**src/rtl/sdram_port_arb.sv**
```systemverilog
// Read-priority arbiter sharing one SDRAM command port between the flash loader (writes) and DAC playback (reads).
// Define SDRAM_ARB_STATS_EN to add wrapping 16-bit accept/forced-grant statistics outputs.
module sdram_port_arb #(
    parameter int ADDR_NBIT       = 24,
    parameter int DATA_NBIT       = 32,
    parameter int RD_STREAK_MAX   = 8,
    parameter int MAX_OUTSTANDING = 4
) (
    input  logic                 mclk,
    input  logic                 rst,
    input  logic                 en,
    input  logic                 wr_req,
    input  logic [ADDR_NBIT-1:0] wr_addr,
    input  logic [DATA_NBIT-1:0] wr_data,
    output logic                 wr_ack,
    input  logic                 rd_req,
    input  logic [ADDR_NBIT-1:0] rd_addr,
    output logic                 rd_ack,
    output logic [DATA_NBIT-1:0] rd_data,
    output logic                 rd_dv,
    output logic                 cmd_valid,
    output logic                 cmd_write,
    output logic [ADDR_NBIT-1:0] cmd_addr,
    output logic [DATA_NBIT-1:0] cmd_wdata,
    input  logic                 cmd_ready,
    input  logic                 rsp_valid,
    input  logic [DATA_NBIT-1:0] rsp_rdata,
    output logic                 busy,
    output logic                 protocol_err
`ifdef SDRAM_ARB_STATS_EN
    ,
    output logic [15:0]          stat_wr_cnt,
    output logic [15:0]          stat_rd_cnt,
    output logic [15:0]          stat_forced_cnt
`endif
);

    localparam int SW = $clog2(RD_STREAK_MAX + 1);
    localparam int OW = $clog2(MAX_OUTSTANDING + 1);
    localparam logic [SW-1:0] STREAK_MAX = SW'(RD_STREAK_MAX);
    localparam logic [OW-1:0] OUT_MAX    = OW'(MAX_OUTSTANDING);

    typedef enum logic {IDLE, ISSUE} state_t;

    state_t        state;
    state_t        state_next;
    logic [SW-1:0] streak;
    logic [OW-1:0] outstanding;
    logic          rd_elig;
    logic          wr_win;
    logic          rd_win;
    logic          accept;

    always_ff @(posedge mclk or posedge rst) begin
        if (rst) begin
            state <= IDLE;
        end else begin
            state <= state_next;
        end
    end

    // A write is forced through once reads have won RD_STREAK_MAX times in a row.
    always_comb begin
        state_next = state;
        wr_win     = 1'b0;
        rd_win     = 1'b0;
        rd_elig    = rd_req && (outstanding < OUT_MAX);
        if (state == IDLE) begin
            if (en) begin
                wr_win = wr_req && (!rd_elig || (streak == STREAK_MAX));
                rd_win = !wr_win && rd_elig;
                if (wr_win || rd_win) begin
                    state_next = ISSUE;
                end
            end
        end else if (cmd_ready) begin
            state_next = IDLE;
        end
    end

    assign cmd_valid = (state == ISSUE);
    assign accept    = cmd_valid && cmd_ready;
    assign wr_ack    = accept && cmd_write;
    assign rd_ack    = accept && !cmd_write;
    assign busy      = (state == ISSUE) || (outstanding != '0);

    always_ff @(posedge mclk or posedge rst) begin
        if (rst) begin
            cmd_write <= 1'b0;
            cmd_addr  <= '0;
            cmd_wdata <= '0;
        end else if (wr_win) begin
            cmd_write <= 1'b1;
            cmd_addr  <= wr_addr;
            cmd_wdata <= wr_data;
        end else if (rd_win) begin
            cmd_write <= 1'b0;
            cmd_addr  <= rd_addr;
            cmd_wdata <= '0;
        end
    end

    always_ff @(posedge mclk or posedge rst) begin
        if (rst) begin
            streak <= '0;
        end else if (wr_ack || !wr_req) begin
            streak <= '0;
        end else if (rd_ack && (streak != STREAK_MAX)) begin
            streak <= streak + SW'(1);
        end
    end

    // A response arriving with nothing outstanding leaves the count at zero and latches the error.
    always_ff @(posedge mclk or posedge rst) begin
        if (rst) begin
            outstanding  <= '0;
            protocol_err <= 1'b0;
        end else begin
            if (rd_ack && !rsp_valid) begin
                outstanding <= outstanding + OW'(1);
            end else if (!rd_ack && rsp_valid && (outstanding != '0)) begin
                outstanding <= outstanding - OW'(1);
            end
            if (rsp_valid && (outstanding == '0)) begin
                protocol_err <= 1'b1;
            end
        end
    end

    always_ff @(posedge mclk or posedge rst) begin
        if (rst) begin
            rd_dv   <= 1'b0;
            rd_data <= '0;
        end else begin
            rd_dv <= rsp_valid;
            if (rsp_valid) begin
                rd_data <= rsp_rdata;
            end
        end
    end

`ifdef SDRAM_ARB_STATS_EN
    always_ff @(posedge mclk or posedge rst) begin
        if (rst) begin
            stat_wr_cnt     <= '0;
            stat_rd_cnt     <= '0;
            stat_forced_cnt <= '0;
        end else begin
            if (wr_ack) begin
                stat_wr_cnt <= stat_wr_cnt + 16'd1;
            end
            if (rd_ack) begin
                stat_rd_cnt <= stat_rd_cnt + 16'd1;
            end
            if (wr_win && rd_elig) begin
                stat_forced_cnt <= stat_forced_cnt + 16'd1;
            end
        end
    end
`endif

endmodule
```
**config.mk**
```make
export PLATFORM = sky130hd
export DESIGN_NAME = sdram_port_arb
export DESIGN_NICKNAME = d
export VERILOG_FILES = /design/src/rtl/sdram_port_arb.sv
export SDC_FILE = /design/constraint.sdc
export NUM_CORES = 1
export LEC_CHECK = 0
export BUFFER_PORTS_ARGS = -buffer_cell sky130_fd_sc_hd__buf_2
export CORE_MARGIN = 4
export CORE_UTILIZATION = 45
export CTS_BUF_LIST = sky130_fd_sc_hd__clkbuf_4 sky130_fd_sc_hd__clkbuf_8 sky130_fd_sc_hd__clkbuf_16
export DETAILED_ROUTE_END_ITERATION = 10
export GPL_TIMING_DRIVEN = 0
export HOLD_SLACK_MARGIN = 0.15
export PLACE_DENSITY = 0.8
export SKIP_LAST_GASP = 1
export SLEW_MARGIN = 20
export SYNTH_ARGS = -nofsm -noshare
export SYNTH_HDL_FRONTEND = slang
export SYNTH_SLANG_ARGS = --single-unit
export TNS_END_PERCENT = 20
```
**constraint.sdc**
```tcl
create_clock -name mclk -period 3.7 [get_ports mclk]
set_clock_uncertainty 0.05 [all_clocks]
set_input_delay 0.37 -clock mclk [delete_from_list [all_inputs] [get_ports mclk]]
set_output_delay 0.37 -clock mclk [all_outputs]
set_load 0.1 [all_outputs]
```
# ---- Word level (Yosys, flattened, before mapping)
# Cells that the tools add are included.
dict set report word_totals {
  output_inout_bits 95
  regBits 99
  n_memories 0
  latch_bits 0
  ram_bits 0
  rom_bits 0
}
dict set report op_classes {
  bitwise_logic 0
  n_addsub 3
  div_mod_pow 0
  reduce_logical 26
  mux 18
  shift 0
  n_eq_ne 2
  magnitude_cmp 1
  n_mul 0
}
# op count
set op_table {}
lappend op_table {{$mux 32} 2}
lappend op_table {{$mux 24} 2}
lappend op_table {{$logic_and 1x1->1} 11}
lappend op_table {{$mux 1} 10}
lappend op_table {{$mux 4} 2}
lappend op_table {{$logic_not 1->1} 6}
lappend op_table {{$mux 3} 2}
lappend op_table {{$reduce_bool 2->1} 3}
lappend op_table {{$add 4x1->4 const B} 1}
lappend op_table {{$eq 4x4->1 const B} 1}
lappend op_table {{$logic_or 1x1->1} 4}
lappend op_table {{$ne 4x4->1 const B} 1}
lappend op_table {{$add 3x1->3 const B} 1}
lappend op_table {{$logic_not 3->1} 1}
lappend op_table {{$lt 3x3->1 const B} 1}
lappend op_table {{$reduce_bool 3->1} 1}
lappend op_table {{$sub 3x1->3 const B} 1}

# ---- Longest topological paths before layout
dict set report logic_depth {
  word_depth 11
  ltp_mapped 8
}

# ---- Worst setup path after synthesis
# OpenSTA, ideal clock, no wires.
dict set report synth_path {
  kind {register -> register}
  startpoint {register state (netlist: cmd_valid)}
  endpoint {register outstanding[2]}
  path_buffers 2
  slack_ns 0.957
  path_stages_with_launch 8
  period_less_slack_ns 2.743
  setup_ns 0.082
  arrival_time_ns 2.611
  path_cell_list {dfrtp_1 -> and3b_1 -> buf_2 -> buf_4 -> nand2b_1 -> fa_1 -> o31a_1 -> o22ai_1}
}
dict set report synth_between {
  elab_chain_cells 6
}
# element line_no
set synth_rtl {}
lappend synth_rtl {{from (decl)} 45} ;# state_t state;
lappend synth_rtl {{from (signal assigned)} 58} ;# state <= state_next;
lappend synth_rtl {{$logic_and 1x1->1 (*)} 82} ;# assign accept = cmd_valid && cmd_ready;
lappend synth_rtl {{$logic_and 1x1->1 (*)} 84} ;# assign rd_ack = accept && !cmd_write;
lappend synth_rtl {{named net rd_ack} 18} ;# output logic rd_ack,
lappend synth_rtl {{$logic_not 1->1} 121} ;# end else if (!rd_ack && rsp_valid && (outstanding != '0)) begin
lappend synth_rtl {{$logic_and 1x1->1 (2 in a row)} 121}
lappend synth_rtl {{$reduce_bool 2->1 (no source line)} n/a}
lappend synth_rtl {{to (signal assigned)} 120} ;# outstanding <= outstanding + OW'(1);
lappend synth_rtl {{to (signal assigned)} 122} ;# outstanding <= outstanding - OW'(1);
lappend synth_rtl {{to (decl)} 48} ;# logic [OW-1:0] outstanding;
# Mark *: on every way through the listed nets, which the timed path passes. The rest lies on a longest branch.
# A chain may end at the register's enable or synchronous reset.

# ---- Worst setup path after layout
dict set report layout_path {
  startpoint {input cmd_ready}
  endpoint {output rd_ack}
}
dict set report layout_between {
  elab_chain_cells 2
}
# element line_no
set layout_rtl {}
lappend layout_rtl {{from (decl)} 25} ;# input logic cmd_ready,
lappend layout_rtl {{$logic_and 1x1->1} 82}
lappend layout_rtl {{$logic_and 1x1->1} 84}
lappend layout_rtl {{to (decl)} 18}
# No other way between the ends.

==> metrics.cfg <==
[drt]
drtAntennaViolNets = 0
vias_per_cell = 5.05
drt-total-wl_um = 10600
wl_per_cell_um = 16.3
via_count = 3274
drt_iter0_markers = 88
drc = 0
drtPass1Iterations = 4

[layout]
area.growth.synth_to_final_pct = 35.3
drive_gt1_frac = 0.524
stdcell_count = 648
fillers = 748
nets = 658
diodes = 0

[power_and_ir_drop]
leakagePower_uw = 0.00278
combPwrFrac = 0.564
p_sw_frac = 0.577
finalPower_uw = 4900
power_frac_seq = 0.310
p_switching_uw = 2830
power_density_mw_per_mm2 = 891
clkPwrFrac = 0.126
ir_drop_uv = 684
p_int_uw = 2070

[yosys]
syn_inst = 308
synthTopCellsByArea = dfrtp_1 61%, mux2_2 8.9%, a22o_1 6.9%
synth_nets = 430
synthDistinctLibCells = 35
synth_seq_area_share = 0.611
synth.avg_cell_area_sq_um = 13.2
synth_top_area_frac = 0.611
syn_area_sq_mm = 0.00406
ys_warn_count = 0
yosysTopAreaCell = dfrtp_1
ys_ff_latch = 99

[global_routing]
antenna_found_initial = 0
grt_overflow = 0
grt_pass1_vias = 3370
grt_pass1_wl_um = 16200
grt_max_degree = 53
track_usage = 0.193

[die]
die-area_sq_mm = 0.0106
io_pins = 214
initial_core_util = 0.463
num_rows = 34
core_sq_mm = 0.00876
fp.dieH_um = 103
die_w_um = 103

[sta]
period_needed_ns = 2.41
min_period_over_period = 0.652
worst_slew_pin_slew_ns = 0.515
drv_slew = 0
final-hold-violation-count = 0
setup_slack_ns = 1.29
setup_viol = 0
rsz0062_at_grt = no
relSlewSlack = 0.659
max_freq_ghz = 0.414
whs_ns = 0.193

[clocking]
cts_root_buffer = clkbuf_8
clock_path_buffers = 2
cts_sinks = 99
clk_latency_ns = 0.34
h-tree-depth = 3
cts_setup_buffers = 0
numCtsBuffers = 9
path_clk_slew_ns = 0.10
cts_tree = done

[worst_setup_path]
crit_required_ns = 3.28
endpoint_kind = output port
crit_path_start_kind = input port
worstPathArrival_ns = 1.99
path_class = in2out
worst-path-max-fanout = 10

[outcome]
status = complete, no violations

[placement]
place_inst = 630
placement.io_buffers = 213
gp_congestion = 0.758
hpwl_um = 8150
place_ws_ns = 1.64

[worst_hold_path]
hold_class = in2reg

[job]
cap_viol_max_count = 0

==> flip-flops by register name, indices dropped and copies added, names as in the netlist <==
| name | flops |
|---|---|
| rd_dv | 1 |
| cmd_write | 1 |
| outstanding | 3 |
| rd_data | 32 |
| protocol_err | 1 |
| cmd_addr | 24 |
| cmd_valid | 1 |
| cmd_wdata | 32 |
| streak | 4 |
==> per-layer routing <==
layer / global-route usage / vias to the layer above / wire length, um
li1: - / 1542 / -
met1: 0.248 / 1577 / 4330
met2: 0.332 / 143 / 5190
met3: 0.0352 / 12 / 902
met4: 0.0637 / 0 / 131
met5: 0 / - / 0
==> metrics by stage <==
| stage | utilization | setup TNS [ns] | area, sq um |
|---|---|---|---|
| 3_3_place_gp | 0.600 | -27.06 | 5260 |
| 3_5_place_dp | 0.604 | 0 | 5290 |
| 2_1_floorplan | - | 0 | 4060 |
| 4_1_cts | 0.627 | 0 | 5490 |
| 5_1_grt | 0.627 | 0 | 5490 |
| 6_report | 0.627 | 0 | 5490 |
==> cells in the final DEF (no fill, tap or decap), types with 3 or more instances in the layout <==
cell and instances:
a21oi_1 28, a22o_1 32, buf_2 222, buf_4 6
clkbuf_1 3, clkbuf_8 9, dfrtp_1 99, dlygate4sd3_1 3
inv_1 3, inv_6 3, mux2_2 32, mux2i_1 24
nand2_1 4, nor2_1 31, xor2_1 3
==> power by group through the flow <==
stage	Combinational [uW]	Sequential [uW]	Clock (uW)
floorplan	480	3320	0
detailed placement	2770	1530	0
finish	2760	1520	616
CTS	2780	1520	637
global route	2870	1550	684
global placement	2740	1520	0
==> final cells by class <==
cell class / count / area (sq um) / area share
Buffer: 20 / 124 / 0.0226
Clock buffer: 10 / 131 / 0.0239
Clock inverter: 5 / 38.8 / 0.00706
Inverter: 4 / 20.0 / 0.00365
Multi-Input combinational cell: 185 / 1440 / 0.262
Sequential cell: 99 / 2480 / 0.451
Tap cell: 108 / 135 / 0.0246
Timing Repair Buffer: 217 / 1120 / 0.205
==> cells by family after synthesis <==
kind of cell,synth area share
flip-flops,0.611
AO/OA/AOI/OAI,0.125
multiplexers,0.148
AND/OR/NAND/NOR,0.0626
buffers and inverters,0.0342
XOR/XNOR,0.00864
adder cells (fa/ha/maj),0.0111
==> synth_stat cells <==
cell type and n:
a21o_1 2, a21oi_1 28, o21ai_2 1, nand3b_4 1
ha_1 2, nand2b_1 2, a211oi_1 1, o31a_1 1
mux2i_1 24, nand2_1 4, nand3b_1 2, inv_1 4
o21ai_0 2, dfrtp_1 99, nor3b_1 1, o22ai_1 2
buf_6 2, clkbuf_1 3, nor3_1 2, buf_2 9
xor2_1 3, a22o_1 32, fa_1 1, nand3_1 2
and3b_1 1, and3_1 1, nor2b_1 2, a21oi_4 1
mux2_2 32, xnor2_1 1, o21a_1 1, nor2_1 31
buf_4 6, nor2b_4 1, nand4_1 1
==> final timing paths <==
path | start | endpoint | slack (ns) | depth (start not counted)
setup / recovery | cmd_ready | rd_ack | 1.29 | 6
hold / removal | wr_data[19] | cmd_wdata[19] | 0.19 | 2
setup reg to reg | cmd_write | outstanding[2] | 1.62 | 7
hold reg to reg | protocol_err | protocol_err | 0.42 | 1
max in group asynchronous | rst | cmd_addr[22] | 2.46 | 4
min in group asynchronous | rst | cmd_write | 0.55 | 3
==> critical path, cell delays in order <==
cell	delay (ns)
dlygate4sd3_1	0.54
buf_2	0.12
and3b_1	0.15
buf_2	0.18
buf_4	0.19
buf_2	0.44
==> timing repair <==
item,4_1_cts,5_1_grt
hold buffers,3,0
endpoints found under the hold margin,49,0
gates resized for setup,0,0
Note: power is estimated with default switching activity, not from simulation.
